## config.mk

```make
export PLATFORM = sky130hd
export DESIGN_NAME = mem_port_arbiter
export DESIGN_NICKNAME = d
export VERILOG_FILES = /design/src/rtl/mem_arb_pkg.sv /design/src/rtl/arb_select.sv /design/src/rtl/mem_port_arbiter.sv
export SDC_FILE = /design/constraint.sdc
export NUM_CORES = 1
export LEC_CHECK = 0
export ABC_AREA = 1
export BUFFER_PORTS_ARGS = -buffer_cell sky130_fd_sc_hd__buf_2
export CAP_MARGIN = 20
export CORE_MARGIN = 3
export CORE_UTILIZATION = 42
export CTS_BUF_LIST = sky130_fd_sc_hd__clkbuf_16
export CTS_CLUSTER_DIAMETER = 80
export DETAILED_ROUTE_END_ITERATION = 6
export MAX_ROUTING_LAYER = met4
export PLACE_DENSITY = 0.73
export SLEW_MARGIN = 20
export SYNTH_ARGS = -nofsm -noshare
export SYNTH_HDL_FRONTEND = slang
export SYNTH_SLANG_ARGS = --single-unit
```

## constraint.sdc

```tcl
create_clock -name clk -period 1.7 [get_ports clk]
set_input_delay 0.085 -clock clk [delete_from_list [all_inputs] [get_ports clk]]
set_output_delay 0.085 -clock clk [all_outputs]
set_load 0.05 [all_outputs]
```

## src/rtl/mem_arb_pkg.sv

```systemverilog
// Shared types for the IF/MEM SRAM port arbiter: FSM states, owner encoding, default widths.
package mem_arb_pkg;

   localparam int ADDR_W_DEF = 32;
   localparam int DATA_W_DEF = 32;

   typedef enum logic [1:0] {
      ARB_IDLE = 2'd0,
      ARB_BUSY = 2'd1,
      ARB_RESP = 2'd2
   } arb_state_e;

   typedef enum logic {
      OWN_IF  = 1'b0,
      OWN_MEM = 1'b1
   } owner_e;

endpackage

```

## src/rtl/arb_select.sv

```systemverilog
// Combinational winner pick between IF and MEM requesters.
// ARB_ROUND_ROBIN_EN selects alternating priority on conflict; otherwise MEM always wins.
module arb_select
   import mem_arb_pkg::*;
(
   input  logic if_req_i,
   input  logic mem_req_i,
   input  logic last_grant_i,
   output logic grant_vld_o,
   output logic grant_o
);

   assign grant_vld_o = if_req_i | mem_req_i;

`ifdef ARB_ROUND_ROBIN_EN
   always_comb begin
      grant_o = OWN_IF;
      if (if_req_i && mem_req_i)
         grant_o = (last_grant_i == OWN_MEM) ? OWN_IF : OWN_MEM;
      else if (mem_req_i)
         grant_o = OWN_MEM;
   end
`else
   // MEM holds the older instruction, so it always goes first; history is irrelevant here.
   logic last_grant_unused;
   assign last_grant_unused = last_grant_i;

   always_comb begin
      grant_o = OWN_IF;
      if (mem_req_i)
         grant_o = OWN_MEM;
   end
`endif

endmodule

```

## src/rtl/mem_port_arbiter.sv

```systemverilog
// Shares one SRAM controller port between the IF and MEM pipeline stages, one transaction at a time.
// Define ARB_ROUND_ROBIN_EN for alternating priority on simultaneous requests.
module mem_port_arbiter
   import mem_arb_pkg::*;
#(
   parameter int ADDR_W = ADDR_W_DEF,
   parameter int DATA_W = DATA_W_DEF
) (
   input  logic              clk,
   input  logic              rst,
   input  logic              if_req,
   input  logic [ADDR_W-1:0] if_addr,
   output logic [DATA_W-1:0] if_rdata,
   output logic              if_ready,
   input  logic              mem_rd,
   input  logic              mem_wr,
   input  logic [ADDR_W-1:0] mem_addr,
   input  logic [DATA_W-1:0] mem_wdata,
   output logic [DATA_W-1:0] mem_rdata,
   output logic              mem_ready,
   output logic              sram_req,
   output logic              sram_we,
   output logic [ADDR_W-1:0] sram_addr,
   output logic [DATA_W-1:0] sram_wdata,
   input  logic [DATA_W-1:0] sram_rdata,
   input  logic              sram_ack
);

   arb_state_e        state_q, state_d;
   owner_e            owner_q, owner_d;
   logic              sram_req_q, sram_req_d;
   logic              sram_we_q, sram_we_d;
   logic [ADDR_W-1:0] sram_addr_q, sram_addr_d;
   logic [DATA_W-1:0] sram_wdata_q, sram_wdata_d;
   logic [DATA_W-1:0] if_rdata_q, if_rdata_d;
   logic [DATA_W-1:0] mem_rdata_q, mem_rdata_d;

   logic mem_req;
   logic grant_vld;
   logic grant;
   logic last_grant;

   assign mem_req = mem_rd | mem_wr;

`ifdef ARB_ROUND_ROBIN_EN
   owner_e last_grant_q, last_grant_d;

   always_ff @(posedge clk or negedge rst) begin
      if (!rst)
         last_grant_q <= OWN_IF;
      else
         last_grant_q <= last_grant_d;
   end

   always_comb begin
      last_grant_d = last_grant_q;
      if (state_q == ARB_IDLE && grant_vld)
         last_grant_d = owner_e'(grant);
   end

   assign last_grant = last_grant_q;
`else
   assign last_grant = OWN_IF;
`endif

   arb_select u_sel (
      .if_req_i     (if_req),
      .mem_req_i    (mem_req),
      .last_grant_i (last_grant),
      .grant_vld_o  (grant_vld),
      .grant_o      (grant)
   );

   always_ff @(posedge clk or negedge rst) begin
      if (!rst) begin
         state_q      <= ARB_IDLE;
         owner_q      <= OWN_IF;
         sram_req_q   <= 1'b0;
         sram_we_q    <= 1'b0;
         sram_addr_q  <= '0;
         sram_wdata_q <= '0;
         if_rdata_q   <= '0;
         mem_rdata_q  <= '0;
      end else begin
         state_q      <= state_d;
         owner_q      <= owner_d;
         sram_req_q   <= sram_req_d;
         sram_we_q    <= sram_we_d;
         sram_addr_q  <= sram_addr_d;
         sram_wdata_q <= sram_wdata_d;
         if_rdata_q   <= if_rdata_d;
         mem_rdata_q  <= mem_rdata_d;
      end
   end

   always_comb begin
      state_d      = state_q;
      owner_d      = owner_q;
      sram_req_d   = sram_req_q;
      sram_we_d    = sram_we_q;
      sram_addr_d  = sram_addr_q;
      sram_wdata_d = sram_wdata_q;
      if_rdata_d   = if_rdata_q;
      mem_rdata_d  = mem_rdata_q;

      case (state_q)
         ARB_IDLE: begin
            if (grant_vld) begin
               state_d    = ARB_BUSY;
               sram_req_d = 1'b1;
               owner_d    = owner_e'(grant);
               // rd+wr together is illegal upstream; letting mem_wr win makes it a write.
               if (grant == OWN_MEM) begin
                  sram_we_d    = mem_wr;
                  sram_addr_d  = mem_addr;
                  sram_wdata_d = mem_wdata;
               end else begin
                  sram_we_d    = 1'b0;
                  sram_addr_d  = if_addr;
                  sram_wdata_d = '0;
               end
            end
         end
         ARB_BUSY: begin
            if (sram_ack) begin
               state_d    = ARB_RESP;
               sram_req_d = 1'b0;
               if (!sram_we_q) begin
                  if (owner_q == OWN_IF)
                     if_rdata_d = sram_rdata;
                  else
                     mem_rdata_d = sram_rdata;
               end
            end
         end
         ARB_RESP: state_d = ARB_IDLE;
         default:  state_d = ARB_IDLE;
      endcase
   end

   // A stage with no request is never stalled; a requesting stage waits for its RESP cycle.
   assign if_ready  = ~if_req  | (state_q == ARB_RESP && owner_q == OWN_IF);
   assign mem_ready = ~mem_req | (state_q == ARB_RESP && owner_q == OWN_MEM);

   assign sram_req   = sram_req_q;
   assign sram_we    = sram_we_q;
   assign sram_addr  = sram_addr_q;
   assign sram_wdata = sram_wdata_q;
   assign if_rdata   = if_rdata_q;
   assign mem_rdata  = mem_rdata_q;

endmodule

```

=== Yosys cells after proc, flatten, opt, wreduce, memory -nomap -nowiden ===
Cells that the tools add are included.

* Muxes and demuxes: 10
* Reduce and logical (&&, ||, !) cells: 9
* Bitwise operators: 8
* Equality and inequality tests: 4

{| class="wikitable"
|+ Operators with widths
! kind !! number
|-
| $mux 32 || 2
|-
| $reduce_and 4->1 || 2
|-
| $mux 1 || 4
|-
| $mux 2 || 2
|-
| $ne 2x2->1 const B || 2
|-
| $not 1->1 || 4
|-
| $or 1x1->1 || 4
|-
| $pmux 2 s2 || 1
|-
| $reduce_and 2->1 || 2
|-
| $reduce_and 3->1 || 1
|-
| $eq 2x1->1 const B || 1
|-
| $eq 2x2->1 const B || 1
|-
| $logic_and 1x1->1 || 2
|-
| $logic_not 2->1 || 1
|-
| $pmux 1 s2 || 1
|-
| $reduce_bool 2->1 || 1
|}

* Bits of input ports: 134
* Output and inout port bits: 132
* Word-level logic and storage cells: 39
* Flip-flop bits (word level): 133

=== Longest topological paths before layout ===
Gate-level depths: netlist of the first run.

* Depth in word-level cells: 4
* Gate-level depth with buffers: 7
* Mapped depth without buffers: 6

=== By module ===
A second synthesis of the first run with hierarchy kept.

* Cell total of the unflattened synthesis: 686
* Area total of the unflattened synthesis: 5686.7 um^2

{| class="wikitable"
|+ Modules (own cells, without submodules)
! module !! instances !! cells an instance !! seq. area each (um^2) !! area each (um^2)
|-
| mem_port_arbiter || 1 || 682 || 3328.2 || 5667.9
|-
| arb_select || 1 || 4 || 0.0 || 18.8
|}

=== Worst setup path after synthesis of the first run ===
No wires, ideal clock.

* Path kind: flip-flop to output port
* Start point: reg state_q[0]
* End point: out if_ready
* Stages on the path, launching flop included: 4
* Setup slack: 0.011 ns
* Path buffers: 0
* Arrival: 1.604 ns
* Data required time: 1.615 ns
* Path through: dfrtp_1 -> inv_1 -> nand2_1 -> o21ai_0

* Word-level cells in the longest chain between the ends: 3

{| class="wikitable"
|+ Ends and longest elaborated chain
! element !! RTL line !! source
|-
| from (decl) || mem_port_arbiter.sv:29 || <nowiki>arb_state_e state_q, state_d;</nowiki>
|-
| from (signal assigned) || mem_port_arbiter.sv:85 || <nowiki>state_q <= state_d;</nowiki>
|-
| $eq 2x2->1 || mem_port_arbiter.sv:142 || <nowiki>assign if_ready = ~if_req | (state_q == ARB_RESP && owner_q == OWN_IF);</nowiki>
|-
| $logic_and 1x1->1 || mem_port_arbiter.sv:142 ||
|-
| $or 1x1->1 || mem_port_arbiter.sv:142 ||
|-
| to (decl) || mem_port_arbiter.sv:14 || <nowiki>output logic if_ready,</nowiki>
|}

Every way passes these cells.

=== Final worst setup path of the first run ===
* Start point: reg owner_q
* End point: out mem_ready

* Word-level cells in the longest chain between the ends: 2

{| class="wikitable"
|+ Ends and longest elaborated chain
! element !! RTL line !! source
|-
| from (decl) || mem_port_arbiter.sv:30 || <nowiki>owner_e owner_q, owner_d;</nowiki>
|-
| from (signal assigned) || mem_port_arbiter.sv:86 || <nowiki>owner_q <= owner_d;</nowiki>
|-
| $logic_and 1x1->1 || mem_port_arbiter.sv:143 || <nowiki>assign mem_ready = ~mem_req | (state_q == ARB_RESP && owner_q == OWN_MEM);</nowiki>
|-
| $or 1x1->1 || mem_port_arbiter.sv:143 ||
|-
| to (decl) || mem_port_arbiter.sv:20 || <nowiki>output logic mem_ready,</nowiki>
|}

Every way passes these cells.

==> results.txt, run 1 <==
----------------------------------------------------
[Outcome]
  Result of the run ... complete, no violations

[STA]
  Final setup violating endpoints ... 0
  Final period util ... 87.2%
  Unrepaired setup endpoints after global routing ... no
  Number of hold violations in the final report ... 0
  Achievable frequency ... 674 MHz
  Shortest period the worst path allows ... ~1500 ps
  Post-Route Hold Slack ... approximately 5.0 ps
  Worst slew slack as a fraction of its limit ... just over 60%
  Fin Setup TNS ... 0 ps
  Actual slew at the worst max-slew pin ... around 570 ps
  Slew Limit Fails ... 0
  Layout Skew ... ~10 ps

[Power and ir drop]
  Total design power ... ~19 mW
  Pwr per Cell Area ... around 2200 nW/um^2
  Static leakage power ... 5.05 nW
  Maximum ir drop on the vdd rail ... 1.17 mV

[Clock network]
  Maximum level of the CTS H-tree ... 4
  Clock tree from TritonCTS ... done
  PostCTS Resize Cnt ... 0
  Clock sink count ... around 130
  Clock insertion delay at the later pin of the skew report ... about 420 ps
  Clock-pin slew on the worst setup and hold paths ... roughly 60 ps
  Post-CTS Repair Setup Buffers ... 0
  Number of buffers inserted for hold repair after clock tree synthesis ... ~120
  Number of buffers inserted during clock tree synthesis ... 17
  Buffer depth of the longest clock path ... 2
  CTS root buffer ... sky130_fd_sc_hd__clkbuf_16

[Worst setup path]
  Crit Reg-Reg Startpoint ... state_q[0]
  Worst Path Required ... roughly 1600 ps
  Critical path type ... reg -> out
  Worst setup path start ... owner_q
  Kind of start point of the critical path ... flop
  Type of destination of the critical path ... output pin
  Highest net fanout along the worst path ... 6
  Arrival time at the worst endpoint ... ~1400 ps

[Min path]
  Class of the most critical hold timing path ... in -> reg
  Hold Startpoint ... mem_wr

[Placement]
  Hpwl dp ... between 10 and 15 mm
  Final weighted congestion of routability-driven global placement ... 0.822
  IO buf count ... approximately 270

[Finish]
  Fill cell count ... 934
  Post-layout utilization of the core ... 69.6%
  Proportion of layout cells with a drive suffix above 1 ... just under 30%
  Antenna Diode Count ... 0
  Area growth from synthesis to final layout ... 58.5%
  Total Nets Final ... between 1000 and 1500

[Synthesis]
  Post-synthesis average cell area ... between 8 and 9 sq um
  Fraction of post-synthesis cell area in the top cell type by area ... approximately 60%
  Number of synthesis warnings ... 0
  Synthesized netlist cell count ... slightly below 700
  Post-Synthesis Cell Area ... 5660 sq um
  Commonest cells post-synth ... sky130_fd_sc_hd__nand2_1 (363), sky130_fd_sc_hd__dfrtp_1 (133), sky130_fd_sc_hd__nand3_1 (100)
  Library cell occupying the most area in the post-synthesis netlist ... sky130_fd_sc_hd__dfrtp_1
  Sequential element share of the synthesized area ... about three fifths
  Unique masters post-synth ... 14
  Prevailing post-synth register cell ... sky130_fd_sc_hd__dfrtp_1
  Post-synth EDFFs ... 0
  Most frequent cell after synthesis ... sky130_fd_sc_hd__nand2_1
  Register bit total from synthesis ... roughly 130
  Net Count, Synth ... 827
  Proportion of synthesized flip-flops having asynchronous set or reset ... 100%
  Top cells by area in the synthesized netlist ... sky130_fd_sc_hd__dfrtp_1 (59%), sky130_fd_sc_hd__nand2_1 (24%), sky130_fd_sc_hd__nand3_1 (8.8%)

[Die]
  Starting density of the core ... between 40 and 50%
  Number of top-level design ports ... ~270
  Die Width ... about 120 um
  Core Rows ... roughly 40
  Die ar. ... approximately 15000 sq um
  Height of the die ... 122 um
  Core outline area ... between 10000 and 15000 sq um

[Global routing]
  Initial antenna violation count ... 0
  Grt ovf ... 0
  Global-route wire length before repair ... between 30 and 40 mm
  Number of global-route vias before repair ... roughly 6500
  Overall track demand over capacity in global routing ... approximately 29%
  Largest net degree at the start of global routing ... 67

[Route]
  Vias after detailed routing ... 6423
  Wire per inst ... ~16 um
  TritonRoute pass-1 iters ... 6
  Avg Vias per Cell ... around 5.1
  Antenna Nets Post-Route ... 0
  Routed wire length ... roughly 21 mm
  Drt initial violations ... 479
  Post-detailed-route DRC marker count ... 0

[Job]
  Number of maximum-capacitance constraint violations ... 0

----------------------------------------------------
[state kept, by name (all words and copies together), names as in the netlist]
signal and count:
mem_rdata 32, owner_q 1, state_q 2, sram_req 1, sram_addr 32, sram_wdata 32, if_rdata 32, sram_we 1
[power by group]
part,internal [mW],switching (mW),leakage [nW],total (mW)
Clock,2.28,1.38,0.277,3.66
Combinational,2.30,7.89,3.11,10.2
Sequential,4.61,0.860,1.67,5.47
[final cells by class]
class | instances | area, sq um | area share, %
clock buffers | 17 | 425 | 4.74
clock inverters | 15 | 164 | 1.83
inverters | 8 | 30.0 | 0.335
multi-input cells | 508 | 2100 | 23.4
flip-flops and latches | 133 | 3330 | 37.1
well taps | 172 | 215 | 2.40
repair buffers | 399 | 2700 | 30.2
[cells in the final DEF, fill, tap and decap left out, drive strengths merged]
cell type | synthesis | routed
dfrtp | 133 | 133
dlygate4sd3 | 0 | 116
clkinv | 0 | 8
clkbuf | 17 | 17
nor2 | 7 | 7
bufinv | 0 | 3
o21ai | 37 | 37
nand2 | 364 | 364
nand3 | 100 | 100
inv | 8 | 8
clkinvlp | 0 | 4
buf | 27 | 283
[metrics by stage]
step	setup WS (ps)	cells	cell area, sq um
final	217	1252	8970
after global placement	316	1104	7220
after detailed placement	280	1104	7220
after CTS	195	1252	8970
after global routing	120	1252	8970
after floorplan	10.7	693	5660
[path summary, 6_finish.rpt]
path,depth (start not counted),slack [ps],endpoint
max,3,220,mem_ready
min,3,5,sram_we
max reg2reg,6,290,sram_wdata[10]
min reg2reg,2,460,mem_rdata[5]
max in group asynchronous,3,910,if_rdata[12]
min in group asynchronous,2,190,mem_rdata[14]
[cells by family after synthesis]
logic type,count (synthesis),share of synthesized area (%)
AOI/OAI and AO/OA,37,3.27
buffers and inverters,52,4.22
and+or+nand+nor,471,33.7
DFF,133,58.8
[critical path, cell delays in order (launching register included)]
cell,delay (ps)
sky130_fd_sc_hd__dfrtp_1,460
sky130_fd_sc_hd__inv_1,80
sky130_fd_sc_hd__o21ai_0,150
sky130_fd_sc_hd__buf_2,280
[routing by layer]
metal  global-route usage (%)  share of wire, %  up-vias
li1                         -                 -     2941
met1                     33.0                38     2973
met3                     6.59               8.5       71
met5                        -                 0        -
met2                     47.3                50      438
met4                     13.4               4.1        0
Power figures use the tool's default switching activity.
==> run 2: changes to the inputs <==
Settings changed: ABC_AREA 1 to not set, PLACE_DENSITY 0.73 to 0.74, SKIP_LAST_GASP set to 1.
==> results.txt, run 2 <==
----------------------------------------------------
[Finish]
  Most common cell after layout, fill and taps aside ... sky130_fd_sc_hd__buf_2
  Proportion of layout cells with a drive suffix above 1 ... 63.8%
  Antenna Diode Count ... 0
  Commonest non-fill, non-tap cells in the layout ... sky130_fd_sc_hd__buf_2 (263), sky130_fd_sc_hd__dfrtp_1 (133), sky130_fd_sc_hd__mux2_2 (96), sky130_fd_sc_hd__dlygate4sd3_1 (67), sky130_fd_sc_hd__a22o_1 (33)
  Area growth from synthesis to final layout ... 54.3%
  Fin cells ... between 800 and 900
  Fill cell count ... between 700 and 800
  Total Nets Final ... a little over 800

[Synthesis]
  Synthesized netlist cell count ... ~330
  Sequential element share of the synthesized area ... 61.7%
  Unique masters post-synth ... 20
  Commonest cells post-synth ... sky130_fd_sc_hd__dfrtp_1 (133), sky130_fd_sc_hd__mux2_2 (96), sky130_fd_sc_hd__a22o_1 (33)
  Fraction of post-synthesis cell area in the top cell type by area ... ~60%
  Prevailing post-synth register cell ... sky130_fd_sc_hd__dfrtp_1
  Number of synthesis warnings ... 0
  Post-synthesis average cell area ... roughly 16 sq um
  Proportion of synthesized flip-flops having asynchronous set or reset ... 100%
  Register bit total from synthesis ... ~130
  Post-Synthesis Cell Area ... roughly 5400 sq um
  Most frequent cell after synthesis ... sky130_fd_sc_hd__dfrtp_1
  Library cell occupying the most area in the post-synthesis netlist ... sky130_fd_sc_hd__dfrtp_1
  Top cells by area in the synthesized netlist ... sky130_fd_sc_hd__dfrtp_1 (62%), sky130_fd_sc_hd__mux2_2 (20%), sky130_fd_sc_hd__mux2_4 (8.3%)
  Net Count, Synth ... 466
  Post-synth EDFFs ... 0

[Worst setup path]
  Critical path type ... reg -> out
  Arrival time at the worst endpoint ... 1580 ps
  Chain of cells forming the critical path ... buf_4 -> nand2b_1 -> o21ai_1 -> buf_2
  Slowest cell on the critical path ... sky130_fd_sc_hd__dfrtp_1
  Highest net fanout along the worst path ... 4
  Kind of start point of the critical path ... flop
  Type of destination of the critical path ... output pin
  Crit-path max cell delay ... 400 ps
  R2r worst-path depth ... 4
  Worst Path Required ... 1620 ps

[Die]
  Core outline area ... roughly 12000 sq um
  Number of top-level design ports ... roughly 270
  Height of the die ... ~120 um
  Starting density of the core ... between 40% and 50%
  Core Rows ... 40
  Die Width ... ~120 um
  Die ar. ... roughly 14000 sq um

[STA]
  Shortest period the worst path allows ... approximately 1700 ps
  Actual slew at the worst max-slew pin ... roughly 330 ps
  Layout Skew ... slightly below 4 ps
  Slew Limit Fails ... 0
  Worst slew slack as a fraction of its limit ... about 78%
  Achievable frequency ... 602 MHz
  Number of hold violations in the final report ... 0
  Final period util ... a little over nine tenths
  Unrepaired setup endpoints after global routing ... yes
  Post-Route Hold Slack ... ~35 ps
  Final setup violating endpoints ... 0

[Route]
  Wire per inst ... between 15 and 20 um
  Routed wire length ... about 14 mm
  Post-detailed-route DRC marker count ... 0
  TritonRoute pass-1 iters ... 4
  Vias after detailed routing ... 4172
  Drt initial violations ... 174
  Avg Vias per Cell ... just under 5
  Antenna Nets Post-Route ... 0

[Power and ir drop]
  Static leakage power ... 4.22 nW
  Pwr per Cell Area ... 2410 nW/um^2
  Maximum ir drop on the vdd rail ... 1.38 mV

[Clock network]
  Post-CTS Repair Setup Buffers ... 0
  Clock-pin slew on the worst setup and hold paths ... 60 ps
  Maximum level of the CTS H-tree ... 4
  Clock insertion delay at the later pin of the skew report ... 410 ps
  Clock sink count ... around 130
  Buffer depth of the longest clock path ... 2
  Clock tree from TritonCTS ... done
  CTS root buffer ... sky130_fd_sc_hd__clkbuf_16
  Number of buffers inserted during clock tree synthesis ... 17

[Min path]
  Worst hold path depth ... 3
  Class of the most critical hold timing path ... in -> reg

[Global routing]
  Initial antenna violation count ... 0
  Global-route wire length before repair ... 23.5 mm
  Number of global-route vias before repair ... approximately 4600
  Grt ovf ... 0
  Largest net degree at the start of global routing ... 55
  Overall track demand over capacity in global routing ... 21.5%

[Job]
  Number of maximum-capacitance constraint violations ... 0

[Outcome]
  Result of the run ... complete, no violations

[Placement]
  Hpwl dp ... ~9.7 mm
  Cell Count Post-Placement ... between 700 and 800
  IO buf count ... ~270
  Final weighted congestion of routability-driven global placement ... a little under 0.8

----------------------------------------------------
[run 2: cell types whose count changed after synthesis, moves of 3 or more]
cell	change
sky130_fd_sc_hd__mux2_4	+30
sky130_fd_sc_hd__o21ai_0	-35
sky130_fd_sc_hd__nand3_1	-100
sky130_fd_sc_hd__inv_2	-3
sky130_fd_sc_hd__buf_2	-6
sky130_fd_sc_hd__buf_4	-5
sky130_fd_sc_hd__a22o_1	+33
sky130_fd_sc_hd__buf_6	+3
sky130_fd_sc_hd__mux2_2	+96
sky130_fd_sc_hd__clkbuf_1	-14
sky130_fd_sc_hd__nor2_1	-3
sky130_fd_sc_hd__inv_1	-3
sky130_fd_sc_hd__nand2_1	-360
[run 2: logic make-up (layout without fill, tap and decap cells)]
kind of cell / Yosys count / in the layout / share of synthesized area, %
buffers and inverters: 22 / 380 / 2.27
AOI/OAI and AO/OA: 38 / 38 / 5.93
muxes: 128 / 128 / 28.8
and+or+nand+nor: 11 / 11 / 1.34
DFF: 133 / 133 / 61.7
[run 2: power breakdown]
group          total, mW  internal (mW)  switching (mW)
sequential          5.59           4.75           0.846
clock               3.62           2.28            1.34
combinational       10.8           3.31            7.54
[run 2: repair_timing]
item / in CTS / in global routing
hold endpoints to repair: 231 / 0
hold buffers: 67 / 0
gates resized for setup: 0 / 3
endpoints found under the setup margin: 0 / 5
[run 2: worst paths after layout]
| check | slack (ps) | startpoint | to |
|---|---|---|---|
| setup / recovery | 40 | state_q[0] | if_ready |
| hold / removal | 30 | if_addr[19] | sram_addr[19] |
| setup reg to reg | 50 | state_q[1] | mem_rdata[15] |
| hold reg to reg | 490 | if_rdata[4] | if_rdata[4] |
| max in group asynchronous | 930 | rst | sram_wdata[16] |
| min in group asynchronous | 130 | rst | mem_rdata[10] |
[run 2: cell type report]
| type | count | area (sq um) | share of cell area (%) |
|---|---|---|---|
| clock buffer | 17 | 425 | 5.11 |
| clock inverter | 15 | 163 | 1.95 |
| inverter | 2 | 7.51 | 0.0901 |
| multi-input combinational | 177 | 1990 | 23.9 |
| sequential | 133 | 3330 | 40.0 |
| tap | 168 | 210 | 2.52 |
| timing repair buffer | 346 | 2210 | 26.5 |
[run 2: metrics by stage]
stage	cell area, sq um	setup TNS (ps)	total power, mW	setup slack [ps]	utilization [%]
after floorplan	5400	0	13.6	13.2	-
after global placement	7060	0	16.1	90.2	57.6
after detailed placement	7060	0	16.3	57.7	57.6
after CTS	8320	0	20.1	40.9	67.8
after global routing	8330	-48.6	20.9	-40.1	67.9
final	8330	0	20.1	39.8	67.9
[run 2: metal layers]
| layer | global-route usage (%) | wire length (um) | up-vias |
|---|---|---|---|
| met4 | 9.31 | 310 | 0 |
| met1 | 25.4 | 5850 | 2035 |
| met2 | 35.6 | 7420 | 211 |
| met3 | 4.70 | 883 | 25 |
| li1 | - | - | 1901 |
| met5 | - | 0 | - |
[run 2: worst max-delay path: cells and delay by family, from the launching register on]
| family | cells | cell delay (ps) |
|---|---|---|
| AOI/OAI and AO/OA | 1 | 140 |
| DFF | 1 | 400 |
| buffers and inverters | 2 | 450 |
| and+or+nand+nor | 1 | 170 |
